### config.mk
export PLATFORM = sky130hd
export DESIGN_NAME = pipeline_run_ctrl_flat
export DESIGN_NICKNAME = d
export VERILOG_FILES = /design/src/rtl/pipeline_run_ctrl_pkg.sv /design/src/rtl/pipeline_run_ctrl_if.sv /design/src/rtl/pipeline_run_ctrl_sat_counter.sv /design/src/rtl/pipeline_run_ctrl.sv /design/src/flat_wrapper.sv
export SDC_FILE = /design/constraint.sdc
export NUM_CORES = 1
export LEC_CHECK = 0
export ABC_AREA = 1
export CORE_MARGIN = 2
export CORE_UTILIZATION = 28
export DETAILED_ROUTE_END_ITERATION = 8
export GPL_TIMING_DRIVEN = 1
export MAX_ROUTING_LAYER = met4
export PLACE_DENSITY = 0.82
export SYNTH_ARGS = -nofsm -noshare
export SYNTH_HDL_FRONTEND = slang
export SYNTH_HIERARCHICAL = 1
export SYNTH_SLANG_ARGS = --single-unit
### constraint.sdc
create_clock -name clk -period 1.2 [get_ports clk]
set_input_delay 0.24 -clock clk [delete_from_list [all_inputs] [get_ports clk]]
set_output_delay 0.24 -clock clk [all_outputs]
set_load 0.01 [all_outputs]
### src/rtl/pipeline_run_ctrl_pkg.sv
// ============================================================================
// Module      : pipeline_run_ctrl_pkg
// Description : Shared types and constants for the pipeline run-control block.
//               - run_state_t : run-control FSM state encoding (3 bits, debug
//                               visible on run_state)
//               - run_dec_t   : outcome of the RUN-state priority decision
//               - run_decide  : priority encoder
//                               ext_stall > trap_mem > hazard_lu > branch_taken
// Revision    : 1.0 - initial release
// ============================================================================
`default_nettype none

package pipeline_run_ctrl_pkg;

  localparam int RUN_STATE_W = 3;

  typedef enum logic [RUN_STATE_W-1:0] {
    S_INIT   = 3'd0,
    S_RUN    = 3'd1,
    S_XSTALL = 3'd2,
    S_DRAIN  = 3'd3,
    S_HALT   = 3'd4
  } run_state_t;

  typedef enum logic [2:0] {
    DEC_NONE   = 3'd0,
    DEC_XSTALL = 3'd1,
    DEC_TRAP   = 3'd2,
    DEC_HAZARD = 3'd3,
    DEC_BRANCH = 3'd4
  } run_dec_t;

  // Single point of truth for event priority in RUN (and in XSTALL once the
  // external stall is released, which behaves exactly like RUN).
  function automatic run_dec_t run_decide(input logic ext_stall,
                                          input logic trap_mem,
                                          input logic hazard_lu,
                                          input logic branch_taken);
    run_dec_t dec;
    if (ext_stall)         dec = DEC_XSTALL;
    else if (trap_mem)     dec = DEC_TRAP;
    else if (hazard_lu)    dec = DEC_HAZARD;
    else if (branch_taken) dec = DEC_BRANCH;
    else                   dec = DEC_NONE;
    return dec;
  endfunction

endpackage

`default_nettype wire

### src/rtl/pipeline_run_ctrl_if.sv
// ============================================================================
// Module      : pipeline_run_ctrl_if
// Description : Bundle between the run controller and the 5-stage pipeline.
//               Events from the pipeline : ext_stall, hazard_lu, branch_taken,
//                                          trap_mem, wb_valid
//               Controls to the pipeline : pc_en, if_id_en, id_ex_en,
//                                          ex_mem_en, mem_wb_en, if_id_flush,
//                                          id_ex_flush, halted
//               Debug / performance      : run_state, cycle_cnt, stall_cnt,
//                                          retire_cnt
//               modport master : the run controller
//               modport slave  : the pipeline / debug side
// Revision    : 1.0 - initial release
// ============================================================================
`default_nettype none

interface pipeline_run_ctrl_if #(
  parameter int CNT_W = 32
);
  import pipeline_run_ctrl_pkg::*;

  logic                   ext_stall;
  logic                   hazard_lu;
  logic                   branch_taken;
  logic                   trap_mem;
  logic                   wb_valid;

  logic                   pc_en;
  logic                   if_id_en;
  logic                   id_ex_en;
  logic                   ex_mem_en;
  logic                   mem_wb_en;
  logic                   if_id_flush;
  logic                   id_ex_flush;
  logic                   halted;
  logic [RUN_STATE_W-1:0] run_state;
  logic [CNT_W-1:0]       cycle_cnt;
  logic [CNT_W-1:0]       stall_cnt;
  logic [CNT_W-1:0]       retire_cnt;

  modport master (
    input  ext_stall, hazard_lu, branch_taken, trap_mem, wb_valid,
    output pc_en, if_id_en, id_ex_en, ex_mem_en, mem_wb_en,
    output if_id_flush, id_ex_flush, halted, run_state,
    output cycle_cnt, stall_cnt, retire_cnt
  );

  modport slave (
    output ext_stall, hazard_lu, branch_taken, trap_mem, wb_valid,
    input  pc_en, if_id_en, id_ex_en, ex_mem_en, mem_wb_en,
    input  if_id_flush, id_ex_flush, halted, run_state,
    input  cycle_cnt, stall_cnt, retire_cnt
  );

endinterface

`default_nettype wire

### src/rtl/pipeline_run_ctrl_sat_counter.sv
// ============================================================================
// Module      : sat_counter
// Description : W-bit up-counter that sticks at all-ones instead of wrapping.
//               clk   in  clock, rising edge
//               reset in  asynchronous active-high clear
//               inc   in  count enable
//               clr   in  synchronous clear (wins over inc)
//               q     out counter value
// Revision    : 1.0 - initial release
// ============================================================================
`default_nettype none

module sat_counter #(
  parameter int W = 32
) (
  input  wire logic         clk,
  input  wire logic         reset,
  input  wire logic         inc,
  input  wire logic         clr,
  output logic      [W-1:0] q
);

  logic [W-1:0] q_q;
  logic [W-1:0] q_d;

  always_comb begin
    q_d = q_q;
    if (clr) begin
      q_d = '0;
    end else if (inc && (q_q != {W{1'b1}})) begin
      q_d = q_q + {{(W-1){1'b0}}, 1'b1};
    end
  end

  always_ff @(posedge clk or posedge reset) begin
    if (reset) begin
      q_q <= '0;
    end else begin
      q_q <= q_d;
    end
  end

  assign q = q_q;

endmodule

`default_nettype wire

### src/rtl/pipeline_run_ctrl.sv
// ============================================================================
// Module      : pipeline_run_ctrl
// Description : Run-control and stall/flush sequencer for the 5-stage
//               IF/ID/EX/MEM/WB pipeline. Merges external stall, load-use
//               hazard, taken branch and MEM-stage trap into per-stage
//               enables and flushes; drains on trap and parks in HALT.
//               clk   in  pipeline clock, rising edge
//               reset in  asynchronous active-high, clears all state
//               bus   pipeline_run_ctrl_if.master (events in, controls out)
//               Optional feature macro: PIPE_PERF_CNT_EN
//                 defined   -> cycle/stall/retire saturating counters
//                 undefined -> the three counter outputs are tied to zero
// Revision    : 1.0 - initial release
// ============================================================================
`default_nettype none

module pipeline_run_ctrl
  import pipeline_run_ctrl_pkg::*;
#(
  parameter int CNT_W        = 32,
  parameter int DRAIN_CYCLES = 1
) (
  input  wire logic          clk,
  input  wire logic          reset,
  pipeline_run_ctrl_if.master bus
);

  localparam int DRAIN_W = (DRAIN_CYCLES < 2) ? 1 : $clog2(DRAIN_CYCLES + 1);
  localparam logic [DRAIN_W-1:0] DRAIN_INIT = DRAIN_W'(DRAIN_CYCLES);
  localparam logic [DRAIN_W-1:0] DRAIN_LAST = DRAIN_W'(1);

  run_state_t         state_q, state_d;
  logic [DRAIN_W-1:0] drain_ctr_q, drain_ctr_d;

  run_dec_t dec;
  logic     pc_en, if_id_en, id_ex_en, ex_mem_en, mem_wb_en;
  logic     if_id_flush, id_ex_flush, halted;

  always_comb begin
    state_d     = state_q;
    drain_ctr_d = drain_ctr_q;
    dec         = DEC_NONE;
    pc_en       = 1'b0;
    if_id_en    = 1'b0;
    id_ex_en    = 1'b0;
    ex_mem_en   = 1'b0;
    mem_wb_en   = 1'b0;
    if_id_flush = 1'b0;
    id_ex_flush = 1'b0;
    halted      = 1'b0;

    unique case (state_q)
      S_INIT: begin
        // Bubble both front latches so nothing stale survives reset.
        if_id_flush = 1'b1;
        id_ex_flush = 1'b1;
        state_d     = S_RUN;
      end

      // XSTALL with the stall released is indistinguishable from RUN, so the
      // pipe restarts in the same cycle the request drops.
      S_RUN, S_XSTALL: begin
        dec = run_decide(bus.ext_stall, bus.trap_mem, bus.hazard_lu,
                         bus.branch_taken);
        unique case (dec)
          DEC_XSTALL: begin
            state_d = S_XSTALL;
          end
          DEC_TRAP: begin
            // Let the trapping instruction move into WB; kill what follows it.
            mem_wb_en   = 1'b1;
            id_ex_flush = 1'b1;
            drain_ctr_d = DRAIN_INIT;
            state_d     = S_DRAIN;
          end
          DEC_HAZARD: begin
            // Hold PC and IF/ID, inject a bubble into EX; branch is moot
            // because the consumer in ID is replayed next cycle.
            id_ex_en    = 1'b1;
            ex_mem_en   = 1'b1;
            mem_wb_en   = 1'b1;
            id_ex_flush = 1'b1;
            state_d     = S_RUN;
          end
          DEC_BRANCH: begin
            pc_en       = 1'b1;
            if_id_en    = 1'b1;
            id_ex_en    = 1'b1;
            ex_mem_en   = 1'b1;
            mem_wb_en   = 1'b1;
            if_id_flush = 1'b1;
            state_d     = S_RUN;
          end
          default: begin
            pc_en     = 1'b1;
            if_id_en  = 1'b1;
            id_ex_en  = 1'b1;
            ex_mem_en = 1'b1;
            mem_wb_en = 1'b1;
            state_d   = S_RUN;
          end
        endcase
      end

      S_DRAIN: begin
        // External freeze also pauses the drain count.
        if (!bus.ext_stall) begin
          mem_wb_en = 1'b1;
          if (drain_ctr_q == DRAIN_LAST) begin
            state_d = S_HALT;
          end else begin
            drain_ctr_d = drain_ctr_q - DRAIN_LAST;
          end
        end
      end

      S_HALT: begin
        halted = 1'b1;
      end

      default: begin
        state_d = S_INIT;
      end
    endcase
  end

  always_ff @(posedge clk or posedge reset) begin
    if (reset) begin
      state_q     <= S_INIT;
      drain_ctr_q <= '0;
    end else begin
      state_q     <= state_d;
      drain_ctr_q <= drain_ctr_d;
    end
  end

  assign bus.pc_en       = pc_en;
  assign bus.if_id_en    = if_id_en;
  assign bus.id_ex_en    = id_ex_en;
  assign bus.ex_mem_en   = ex_mem_en;
  assign bus.mem_wb_en   = mem_wb_en;
  assign bus.if_id_flush = if_id_flush;
  assign bus.id_ex_flush = id_ex_flush;
  assign bus.halted      = halted;
  assign bus.run_state   = state_q;

`ifdef PIPE_PERF_CNT_EN
  logic cycle_inc, stall_inc, retire_inc;

  assign cycle_inc  = (state_q == S_RUN) || (state_q == S_XSTALL) ||
                      (state_q == S_DRAIN);
  assign stall_inc  = ((state_q == S_RUN) || (state_q == S_XSTALL)) && !pc_en;
  assign retire_inc = bus.wb_valid && (state_q != S_HALT);

  sat_counter #(.W(CNT_W)) u_cycle_cnt (
    .clk   (clk),
    .reset (reset),
    .inc   (cycle_inc),
    .clr   (1'b0),
    .q     (bus.cycle_cnt)
  );

  sat_counter #(.W(CNT_W)) u_stall_cnt (
    .clk   (clk),
    .reset (reset),
    .inc   (stall_inc),
    .clr   (1'b0),
    .q     (bus.stall_cnt)
  );

  sat_counter #(.W(CNT_W)) u_retire_cnt (
    .clk   (clk),
    .reset (reset),
    .inc   (retire_inc),
    .clr   (1'b0),
    .q     (bus.retire_cnt)
  );
`else
  // wb_valid only feeds the retire counter.
  logic unused_wb_valid;
  assign unused_wb_valid = bus.wb_valid;

  assign bus.cycle_cnt  = {CNT_W{1'b0}};
  assign bus.stall_cnt  = {CNT_W{1'b0}};
  assign bus.retire_cnt = {CNT_W{1'b0}};
`endif

endmodule

`default_nettype wire

### src/flat_wrapper.sv
// flat-port wrapper written by rule: the top's interface ports become plain ports
module pipeline_run_ctrl_flat import pipeline_run_ctrl_pkg::*;
#(
  parameter int CNT_W        = 32,
  parameter int DRAIN_CYCLES = 1
)
  (clk, reset, bus_ext_stall, bus_hazard_lu, bus_branch_taken, bus_trap_mem, bus_wb_valid, bus_pc_en, bus_if_id_en, bus_id_ex_en, bus_ex_mem_en, bus_mem_wb_en, bus_if_id_flush, bus_id_ex_flush, bus_halted, bus_run_state, bus_cycle_cnt, bus_stall_cnt, bus_retire_cnt);
  pipeline_run_ctrl_if #(.CNT_W(CNT_W)) bus_i ();
  input  wire logic clk;
  input  wire logic reset;
  input wire logic [$bits(bus_i.ext_stall)-1:0] bus_ext_stall;
  input wire logic [$bits(bus_i.hazard_lu)-1:0] bus_hazard_lu;
  input wire logic [$bits(bus_i.branch_taken)-1:0] bus_branch_taken;
  input wire logic [$bits(bus_i.trap_mem)-1:0] bus_trap_mem;
  input wire logic [$bits(bus_i.wb_valid)-1:0] bus_wb_valid;
  output wire logic [$bits(bus_i.pc_en)-1:0] bus_pc_en;
  output wire logic [$bits(bus_i.if_id_en)-1:0] bus_if_id_en;
  output wire logic [$bits(bus_i.id_ex_en)-1:0] bus_id_ex_en;
  output wire logic [$bits(bus_i.ex_mem_en)-1:0] bus_ex_mem_en;
  output wire logic [$bits(bus_i.mem_wb_en)-1:0] bus_mem_wb_en;
  output wire logic [$bits(bus_i.if_id_flush)-1:0] bus_if_id_flush;
  output wire logic [$bits(bus_i.id_ex_flush)-1:0] bus_id_ex_flush;
  output wire logic [$bits(bus_i.halted)-1:0] bus_halted;
  output wire logic [$bits(bus_i.run_state)-1:0] bus_run_state;
  output wire logic [$bits(bus_i.cycle_cnt)-1:0] bus_cycle_cnt;
  output wire logic [$bits(bus_i.stall_cnt)-1:0] bus_stall_cnt;
  output wire logic [$bits(bus_i.retire_cnt)-1:0] bus_retire_cnt;
  assign bus_i.ext_stall = bus_ext_stall;
  assign bus_i.hazard_lu = bus_hazard_lu;
  assign bus_i.branch_taken = bus_branch_taken;
  assign bus_i.trap_mem = bus_trap_mem;
  assign bus_i.wb_valid = bus_wb_valid;
  assign bus_pc_en = bus_i.pc_en;
  assign bus_if_id_en = bus_i.if_id_en;
  assign bus_id_ex_en = bus_i.id_ex_en;
  assign bus_ex_mem_en = bus_i.ex_mem_en;
  assign bus_mem_wb_en = bus_i.mem_wb_en;
  assign bus_if_id_flush = bus_i.if_id_flush;
  assign bus_id_ex_flush = bus_i.id_ex_flush;
  assign bus_halted = bus_i.halted;
  assign bus_run_state = bus_i.run_state;
  assign bus_cycle_cnt = bus_i.cycle_cnt;
  assign bus_stall_cnt = bus_i.stall_cnt;
  assign bus_retire_cnt = bus_i.retire_cnt;
  pipeline_run_ctrl #(.CNT_W(CNT_W), .DRAIN_CYCLES(DRAIN_CYCLES)) u_core (.clk(clk), .reset(reset), .bus(bus_i));
endmodule
-- Yosys cells after proc, flatten, opt, wreduce, memory -nomap -nowiden
Cells that the tools add are included.
- add/subtract/negate cells: 1
- eq/ne operators: 11
- muxes and demuxes: 25
- bitwise operators: 1
- reductions and logical operators: 8
- operator list (kind ; count):
    $mux 3 ; 7
    $eq 3x2->1 const B ; 4
    $mux 1 ; 12
    $pmux 3 s4 ; 1
    $pmux 1 s2 ; 4
    $eq 3x1->1 const B ; 2
    $eq 3x3->1 const B ; 2
    $reduce_and 3->1 ; 2
    $reduce_or 2->1 ; 3
    $ne 2x1->1 const B ; 2
    $pmux 2 s2 ; 1
    $logic_not 3->1 ; 1
    $reduce_or 3->1 ; 1
    $ne 2x2->1 const B ; 1
    $reduce_bool 2->1 ; 1
    $not 1->1 ; 1
    $sub 1x1->1 const B ; 1
- register bits after elaboration: 4
- bits of input ports: 7
- output and inout port bits: 107
- word-level logic and storage cells: 48

-- Longest topological paths before layout
Gate-level depths: netlist of the first run.
- word-level depth: 9
- gate-level depth with buffers: 7
- gate-level depth less buffers: 6

-- Least setup slack after synthesis of the first run
Ideal clock, no wire load.
- path kind: reg2out
- start point: register u_core.state_q[2], in the netlist u_core/bus.run_state[2]
- end point: output port bus_id_ex_en
- arrival: 1130 ps
- required time: 960 ps
- setup slack: -170 ps
- cell stages (with the launch flop): 7
- buffers on the path: 1
- cell sequence: dfrtp_1 > inv_1 > nand3_1 > nand2_2 > nand2_2 > nor2_1 > buf_4
- cells in the longest elaborated chain, start to end: 3
- elaborated cells on any way between the ends: 4
- those cells by class: 2 x eq/ne; 1 x mux; 1 x reduce/logical
- ends and longest elaborated chain (what ; RTL line ; RTL):
    start: declaration ; pipeline_run_ctrl.sv:32 ; run_state_t state_q, state_d;
    start signal: assignment ; pipeline_run_ctrl.sv:132 ; state_q <= state_d;
    $eq 3x1->1 or $eq 3x2->1 (tied branches) ; -- ;
    $reduce_or 2->1 (*) ; -- ;
    $mux 1 (*) ; -- ;
    end: declaration ; flat_wrapper.sv:18 ; output wire logic [$bits(bus_i.id_ex_en)-1:0] bus_id_ex_en;
Every way passes the cells marked *; elsewhere a longest branch is shown, timed or not.

-- Worst setup path in the final report of the first run
- start point: register u_core.state_q[0], in the netlist u_core/bus.run_state[0]
- end point: output port bus_id_ex_en
- cells in the longest elaborated chain, start to end: 3
- elaborated cells on any way between the ends: 4
- those cells by class: 2 x eq/ne; 1 x mux; 1 x reduce/logical
- ends and longest elaborated chain (what ; RTL line ; RTL):
    $eq 3x1->1 or $eq 3x2->1 (tied branches) ; pipeline_run_ctrl.sv:52 ; unique case (state_q)
    $reduce_or 2->1 (*) ; pipeline_run_ctrl.sv:52 ;
    $mux 1 (*) ; pipeline_run_ctrl.sv:52 ;
Marked as above.

==> results by group, run 1 <==
Synthesis
  • Mux cell area share after synthesis: 0%
  • Synth Area in Adders: 0%
  • Synthesized instance count: 146
  • Seq cells post-synth: 4
  • Synth Area in Compound Gates: 0.492%
  • Post-synthesis sequential area ratio: 9.84%
  • Synth Area per Inst: 6.97 sq um
  • Synth cell types: 11
  • Post-Synth Simple-Gate Area: 13.3%
  • Synth Warn #: 6
  • Synthesized area: 1020 sq um
  • Xor/xnor share of the synthesized area: 0%
  • Largest family of logic cells by synthesized area: buffers and inverters

Finish
  • Most common cell after layout, fill and taps aside: conb_1
  • Layout cell share with drive strength beyond 1: 25.1%
  • Most frequent cells in the layout: 96 x conb_1, 11 x buf_4, 9 x nand2_1
  • N_diodes: 0
  • P&R area growth vs syn: 0.246%
  • Layout Cells excl Fill: 221
  • Post-layout nets: 184
  • Post-layout util: 29.9%

CTS
  • H-tree Lvls: 1
  • Num CTS Buffers: 3
  • CTS tree: yes
  • Clock sink count: 4
  • Clock transition at path regs: 0.04 ns
  • CTS hold repair buffers: 0
  • CTS Buffer Depth: 2
  • Root Driver: clkbuf_4
  • Worst-Skew Late Latency: 0.23 ns

Drt
  • Avg WL per Cell: 6.66 um
  • Post-Route WL: 1.47 mm
  • Initial DRT Pass Iterations: 3
  • ANT nets after route: 0
  • Vias: 631
  • DRC Markers: 0
  • Number of vias per cell: 2.86
  • Initial DRC Count: 6

STA
  • Clk_skew: 0.00528 ns
  • RSZ-0062 raised after global routing: yes
  • Max-slew violations: 0
  • Fmax: 659 MHz
  • Final Hold Fails: 0
  • Crit path time final: 1.52 ns
  • Final period util: 126%
  • Post-route worst setup slack: -0.317 ns
  • Final setup violation count: 8

Power and ir drop
  • Logic pwr share: 72.0%
  • Clk pwr share: 10.9%
  • Seq pwr share: 17.2%
  • Sw Ratio: 48.6%
  • Internal power: 0.779 mW
  • Pwr Density: 1480 nW/um^2
  • Psw: 0.735 mW
  • Lkg Pwr: 0.659 nW
  • VDD IR max: 0.385 mV

Global routing
  • Vias in the first global route: 457
  • First-pass GRT wire length: 1.94 mm
  • Overall routing resource usage: 6.44%
  • GR Overflow Total: 0
  • Initial antenna violation count: 0
  • Largest net degree at the start of global routing: 6

Place
  • GPL Wtd Cong: 0.673
  • Placed cell count: 216
  • Port Buffer Count: 16
  • Dpl hpwl: 1.25 mm

Floorplan
  • Initial Util: 29.8%
  • Core ar.: 3420 sq um
  • Die W: 64.3 um
  • Io pins: 114
  • Row count: 21
  • Die footprint: 4130 sq um
  • Die height: 64.3 um

Run status
  • Status: finished, violations left
  • Failing checks: setup timing

Worst setup path
  • CP Max Fanout: 5
  • Startpoint Class: flop
  • Critical path startpoint: u_core/bus.run_state[0]
  • Arr. time, crit path: 1.28 ns
  • Crit end category: output pin
  • WP data required: 0.96 ns
  • CP Class: reg2out
  • Reg2reg start: u_core/bus.run_state[2]

Flow run
  • Max-cap viol count: 0

Hold path
  • Worst hold path class: in2async
==> metal layers <==
layer	GRT usage (%)	vias up	routed length, um
li1	-	302	-
met1	5.19	269	362
met2	12.1	58	872
met3	0.880	2	209
met4	6.38	0	27
met5	-	-	0
==> cells in the mapped netlist, drive strengths merged <==
master	count	share of area (%)
nand3	3	1.5
inv	10	3.7
nand2	15	6.0
buf	98	72
nor2	11	4.1
conb	1	0.37
nor3	1	0.49
o21ai	1	0.49
nand4	2	1.2
dfrtp	4	9.8
==> kinds of logic (layout without fill, tap and decap cells) <==
family / after synthesis / after routing
AOI/OAI and AO/OA: 1 / 1
DFF: 4 / 4
other: 1 / 96
buffers and inverters: 108 / 42
and+or+nand+nor: 32 / 32
==> power groups by stage <==
stage	logic, mW	registers, mW	clock network (mW)
global route	1.19	0.271	0.182
floorplan	0.707	0.253	0
finish	1.09	0.260	0.165
CTS	0.985	0.245	0.172
global placement	0.973	0.228	0
detailed placement	0.983	0.231	0
==> worst paths after layout <==
path	endpoint	slack (ns)	cells past startpoint
max in group asynchronous	u_core/bus.run_state[1]	0.84	2
max reg2reg	u_core/bus.run_state[2]	0.07	5
min in group clk	u_core/drain_ctr_q	0.48	2
max	bus_id_ex_en	-0.32	6
min	u_core/drain_ctr_q	0.19	2
min reg2reg	u_core/drain_ctr_q	0.48	2
==> timing repair <==
action,CTS,global route
resized for setup,50,17
setup endpoints to repair,11,11
setup buffers,3,0
pin swaps,5,4
==> state kept, by name, indices dropped and copies added, names as in the netlist <==
signal,cells
u_core/bus.run_state,3
u_core/drain_ctr_q,1
==> stage by stage <==
stage / area, sq um / worst slack, ns / power, mW / TNS (ns) / hold slack, ns
4_1_cts: 968 / -0.342 / 1.40 / -2.31 / 0.190
6_report: 1020 / -0.317 / 1.51 / -1.98 / 0.189
5_1_grt: 1020 / -0.438 / 1.64 / -2.72 / 0.210
3_5_place_dp: 953 / -0.673 / 1.21 / -5.53 / 0.443
2_1_floorplan: 1390 / -0.0712 / 0.961 / -0.142 / 0.00608
3_3_place_gp: 953 / -0.653 / 1.20 / -5.13 / 0.437
==> area by class of cell <==
cell class / count / area [sq um]
clock buffers: 3 / 22.5
fillers: 390 / 2400
inverters: 10 / 37.5
multi-input cells: 129 / 556
flip-flops and latches: 4 / 103
well taps: 46 / 57.6
repair buffers: 29 / 244
==> critical path, stage by stage (launching register included) <==
cell	delay [ns]
dfrtp_2	0.44
nor2_1	0.11
nand2_1	0.06
nand2_2	0.10
nand2_4	0.08
nor2_4	0.14
buf_6	0.11
Power figures use the tool's default switching activity.
==> inputs of run 2 (changes only) <==
SETUP_SLACK_MARGIN = 0.02   (was unset)
==> run 2 against run 1 <==
  * The run still ends with setup timing left
  * Largest cell class unchanged
  * Largest power group unchanged
  * Clock power about the same
  * Highest routed layer unchanged
  * Clock-buffer cell count is the same
  * Critical path depth did not move
==> results by group, run 2 (synthesis gave the netlist of run 1 again) <==
Finish
  • P&R area growth vs syn: 0.861%
  • Largest register FFs: 3 (unchanged)
  • N_diodes: 0 (unchanged)
  • Post-layout nets: 184 (unchanged)
  • Layout Cells excl Fill: 221 (unchanged)
  • Most common cell after layout, fill and taps aside: conb_1
  • Most frequent cells in the layout: 96 x conb_1, 11 x buf_4, 9 x nand2_1
  • Layout cell share with drive strength beyond 1: 25.1% (unchanged)

Global routing
  • Initial antenna violation count: 0 (unchanged)
  • Largest net degree at the start of global routing: 6 (unchanged)
  • Overall routing resource usage: 6.40% (-0.038 points)
  • Vias in the first global route: 457 (unchanged)
  • First-pass GRT wire length: 1.93 mm (-0.67%)
  • GR Overflow Total: 0 (unchanged)

Power and ir drop
  • Clk pwr share: 10.7% (-0.2 points)
  • Lkg Pwr: 0.661 nW (+0.24%)
  • Seq pwr share: 16.9% (-0.3 points)
  • Logic pwr share: 72.4% (+0.4 points)
  • Internal power: 0.796 mW (+2.2%)
  • VDD IR max: 0.385 mV (about the same)
  • Sw Ratio: 48.1% (-0.44 points)
  • Total power: 1.53 mW (+1.4%)
  • Pwr Density: 1500 nW/um^2 (+0.76%)
  • Psw: 0.738 mW (+0.46%)

Place
  • GPL Wtd Cong: 0.673 (unchanged)
  • Dpl hpwl: 1.25 mm (unchanged)
  • Port Buffer Count: 16 (unchanged)
  • Placed cell count: 216 (unchanged)

STA
  • Final Hold Fails: 0 (unchanged)
  • Clk_skew: 0.00528 ns (unchanged)
  • Post-route worst setup slack: -0.317 ns (unchanged)
  • Final period util: 126% (unchanged)
  • Final setup violation count: 8 (unchanged)
  • Max-slew violations: 0 (unchanged)
  • RSZ-0062 raised after global routing: yes
  • Crit path time final: 1.52 ns (unchanged)
  • Fmax: 659 MHz (unchanged)

CTS
  • Worst-Skew Late Latency: 0.23 ns (about the same)
  • H-tree Lvls: 1 (unchanged)
  • Num CTS Buffers: 3 (unchanged)
  • Clock sink count: 4 (unchanged)
  • CTS Buffer Depth: 2 (unchanged)
  • Clock transition at path regs: 0.04 ns (about the same)
  • CTS hold repair buffers: 0 (unchanged)
  • CTS tree: yes
  • Root Driver: clkbuf_4

Floorplan
  • Die W: 64.3 um (unchanged)
  • Row count: 21 (unchanged)
  • Die height: 64.3 um (unchanged)
  • Core ar.: 3420 sq um (unchanged)
  • Die footprint: 4130 sq um (unchanged)
  • Io pins: 114 (unchanged)
  • Initial Util: 29.8% (unchanged)

Drt
  • Avg WL per Cell: 6.66 um (about the same)
  • Post-Route WL: 1.47 mm (about the same)
  • ANT nets after route: 0 (unchanged)
  • Initial DRC Count: 6 (unchanged)
  • Number of vias per cell: 2.86 (unchanged)
  • Initial DRT Pass Iterations: 3 (unchanged)
  • Vias: 631 (unchanged)
  • DRC Markers: 0 (unchanged)

Worst setup path
  • CP Class: reg2out
  • Startpoint Class: flop
  • Crit end category: output pin
  • WP data required: 0.96 ns (about the same)
  • CP Max Fanout: 5 (unchanged)
  • Slack of the worst reg-to-reg path: 0.07 ns (about the same)
  • Arr. time, crit path: 1.28 ns (about the same)

Run status
  • Status: finished, violations left
  • Failing checks: setup timing

Hold path
  • Worst hold path class: in2async

Flow run
  • Max-cap viol count: 0 (unchanged)
[run 2: cell counts in the layout (fill, tap and decap cells not counted)]
No cell type changed its count.
[run 2: worst paths after layout]
check,to,depth (start not counted),start
worst max-delay path,bus_id_ex_en,6,u_core/bus.run_state[0]
worst max register to register,u_core/bus.run_state[2],5,u_core/bus.run_state[2]
min in group clk,u_core/drain_ctr_q,2,u_core/drain_ctr_q
max in group asynchronous,u_core/bus.run_state[1],2,reset
worst min-delay path,u_core/drain_ctr_q,2,reset
worst min register to register,u_core/drain_ctr_q,2,u_core/drain_ctr_q
[run 2: final cells by class]
type / instances / area (sq um)
Tap cell: 46 / 57.6
Multi-Input combinational cell: 129 / 556
Timing Repair Buffer: 29 / 250
Clock buffer: 3 / 22.5
Inverter: 10 / 37.5
Fill cell: 388 / 2390
Sequential cell: 4 / 103
[run 2: worst max-delay path, cell delays in order, from the launching register on]
cell	delay (ns)
dfrtp_2	0.44
nor2_1	0.11
nand2_1	0.06
nand2_2	0.10
nand2_4	0.08
nor2_4	0.14
buf_6	0.11
[run 2: routing by layer]
layer  part of all wire, %  global-route usage [%]  wire (um)
met1                    25                    5.08        362
met2                    59                    12.1        872
met3                    14                   0.880        207
met4                   1.8                    6.38         27
met5                     0                       -          0
[run 2: power by group through the flow]
| stage | sequential, mW | combinational, mW | clock, mW |
|---|---|---|---|
| 3_5_place_dp | 0.231 | 0.983 | 0 |
| 5_1_grt | 0.271 | 1.21 | 0.182 |
| 2_1_floorplan | 0.253 | 0.707 | 0 |
| 4_1_cts | 0.245 | 1.03 | 0.172 |
| 3_3_place_gp | 0.228 | 0.973 | 0 |
| 6_report | 0.260 | 1.11 | 0.165 |
[run 2: repair_timing]
action                                  CTS  global route
setup buffers                             3             0
resized for setup                        52            16
endpoints found under the setup margin   11            13
gates cloned                              0             0
pin swaps                                 5             4
[run 2: per-stage QoR]
step | setup WS (ns) | util (%) | hold WS, ns | instance area [sq um] | TNS [ns]
global route | -0.438 | 30.0 | 0.210 | 1030 | -2.72
detailed placement | -0.673 | 27.9 | 0.443 | 953 | -5.53
CTS | -0.342 | 28.7 | 0.190 | 981 | -2.31
finish | -0.317 | 30.0 | 0.189 | 1030 | -1.98
floorplan | -0.0712 | - | 0.00608 | 1390 | -0.142
global placement | -0.653 | 27.9 | 0.437 | 953 | -5.13
==> inputs of run 3 (changes only) <==
CORE_UTILIZATION = 30   (was 28)
GPL_ROUTABILITY_DRIVEN = 0   (was unset)
PLACE_DENSITY = 0.87   (was 0.82)
clock period = 1.86 ns   (was 1.2 ns; I/O delays follow)
==> run 3 against run 2 <==
  * The run now ends clean
  * Critical endpoint unchanged
  * Worst setup slack improved by 0.49 ns
  * Sequential cell count unchanged
  * Highest routed layer is now met3
  * Critical path depth increased by 1
==> results by group, run 3 (synthesis gave the netlist of run 1 again) <==
Flow run
  • Max-cap viol count: 0 (unchanged)

Finish
  • Post-layout util: 27.4% (-2.7 points)
  • P&R area growth vs syn: -11.7%
  • N_diodes: 0 (unchanged)
  • Post-layout nets: 177 (-3.8%)
  • Largest register FFs: 3 (unchanged)
  • Fill count: 376 (-3.1%)
  • Fin area: 898 sq um (-12%)
  • Most common cell after layout, fill and taps aside: conb_1
  • Most frequent cells in the layout: 96 x conb_1, 13 x nand2_1, 9 x inv_1
  • Layout Cells excl Fill: 214 (-3.2%)
  • Layout cell share with drive strength beyond 1: 13.1% (-12 points)

Worst setup path
  • Crit end category: output pin
  • Reg2Reg Depth: 5 (unchanged)
  • Max incr delay on CP: 0.40 ns (-0.04 ns)
  • CP delay by family, top: simple AND/OR/NAND/NOR gates
  • Startpoint Class: flop
  • CP Max Fanout: 4 (-1)
  • Critical path buffers and inverters: 2 (+1)
  • Arr. time, crit path: 1.31 ns (+0.03 ns)
  • CP Class: reg2out
  • Crit-path cells: inv_1 > nor2_1 > nand2_1 > nand2_2 > nand2_2 > nor2_1 > clkbuf_2
  • Critical Path Stages: 7 (+1)
  • WP data required: 1.49 ns (+0.53 ns)
  • Crit path max-delay cell type: dfrtp_1

CTS
  • Clock sink count: 4 (unchanged)
  • CTS tree: yes
  • CTS Buffer Depth: 2 (unchanged)
  • Num CTS Buffers: 3 (unchanged)
  • H-tree Lvls: 1 (unchanged)
  • CTS hold repair buffers: 0 (unchanged)
  • Root Driver: clkbuf_4
  • Clock transition at path regs: 0.04 ns (about the same)
  • Worst-Skew Late Latency: 0.24 ns (about the same)

Drt
  • DRC Markers: 0 (unchanged)
  • ANT nets after route: 0 (unchanged)
  • Number of vias per cell: 2.87 (+0.49%)
  • Initial DRC Count: 7 (+1)
  • Post-Route WL: 1.38 mm (-6.1%)
  • Initial DRT Pass Iterations: 3 (unchanged)
  • Vias: 614 (-2.7%)
  • Avg WL per Cell: 6.45 um (-3.0%)

Place
  • Pre-CTS WS: -0.374 ns (+0.299 ns)
  • Port Buffer Count: 16 (unchanged)
  • Placed cell count: 210 (-2.8%)
  • DP Area: 893 sq um (-6.3%)
  • Dpl hpwl: 1.22 mm (-2.0%)

Floorplan
  • Die W: 62.2 um (-3.2%)
  • Row count: 21 (unchanged)
  • Initial Util: 31.0% (+1.2 points)
  • Die footprint: 3870 sq um (-6.3%)
  • Die height: 62.2 um (-3.2%)
  • Core ar.: 3280 sq um (-3.8%)
  • Io pins: 114 (unchanged)

STA
  • Final Hold Fails: 0 (unchanged)
  • Max-slew violations: 0 (unchanged)
  • Fmax: 593 MHz
  • Final setup violation count: 0 (-8)
  • Post-route worst setup slack: 0.174 ns (+0.491 ns)
  • RSZ-0062 raised after global routing: no
  • Final period util: 90.7%
  • Setup TNS: 0 ns (+1.98 ns)
  • Clk_skew: 0.00466 ns (-0.000621 ns)
  • WHS: 0.322 ns (+0.133 ns)
  • Crit path time final: 1.69 ns

Hold path
  • Worst hold path class: in2async

Global routing
  • First-pass GRT wire length: 1.96 mm (+1.8%)
  • Vias in the first global route: 435 (-4.8%)
  • Initial antenna violation count: 0 (unchanged)
  • Largest net degree at the start of global routing: 7 (+1)
  • Overall routing resource usage: 6.47% (+0.067 points)
  • GR Overflow Total: 0 (unchanged)

Power and ir drop
  • Pwr Density: 906 nW/um^2 (-39%)
  • VDD IR max: 0.404 mV (+4.7%)
  • Total power: 0.814 mW (-47%)
  • Lkg Pwr: 0.599 nW (-9.5%)

Run status
  • Status: completed
-- run 3: changes by cell type in the layout (fill, tap and decap cells not counted), sizes merged --
cell / previous run / this run
clkbuf: 3 / 9
dlygate4sd2: 0 / 3
dlymetal6s2s: 1 / 0
clkdlybuf4s50: 4 / 7
buf: 24 / 6
-- run 3: layer usage --
layer,GRT usage [%],vias to the layer above,share of wire [%]
met1,5.32,263,27
met2,13.7,60,57
met4,2.50,0,0
li1,-,291,-
met5,-,-,0
met3,1.27,0,16
-- run 3: worst reg2reg max path, stage by stage, from the launching register on --
cell,delay [ns]
dfrtp_1,0.40
buf_4,0.14
nand3_1,0.11
nor2_1,0.21
inv_1,0.09
nand2_1,0.09
-- run 3: final timing paths --
| check | startpoint | slack, ns | to |
|---|---|---|---|
| hold reg to reg | u_core/drain_ctr_q | 0.48 | u_core/drain_ctr_q |
| max in group asynchronous | reset | 1.37 | u_core/bus.run_state[0] |
| hold / removal | reset | 0.32 | u_core/bus.run_state[1] |
| setup / recovery | u_core/bus.run_state[1] | 0.17 | bus_id_ex_en |
| setup reg to reg | u_core/bus.run_state[1] | 0.76 | u_core/bus.run_state[1] |
| min in group clk | u_core/drain_ctr_q | 0.48 | u_core/drain_ctr_q |
-- run 3: final cells by class --
type | count | area [sq um] | share of cell area [%]
Sequential cell | 4 | 101 | 11.3
Multi-Input combinational cell | 129 | 508 | 56.5
Timing Repair Buffer | 22 | 171 | 19.1
Inverter | 10 | 37.5 | 4.18
Tap cell | 46 | 57.6 | 6.41
Clock buffer | 3 | 22.5 | 2.51
-- run 3: repair_timing --
action                                  4_1_cts  5_1_grt
setup buffers                                 1        0
endpoints found under the setup margin        8        6
gates resized for setup                      12       14
pin swaps                                     1        0
-- run 3: power breakdown --
| part | leakage [nW] | total (mW) | switching [mW] | internal, mW |
|---|---|---|---|---|
| clock | 0.0138 | 0.109 | 0.0368 | 0.0723 |
| sequential | 0.0453 | 0.154 | 0.0351 | 0.119 |
| combinational | 0.539 | 0.550 | 0.339 | 0.211 |
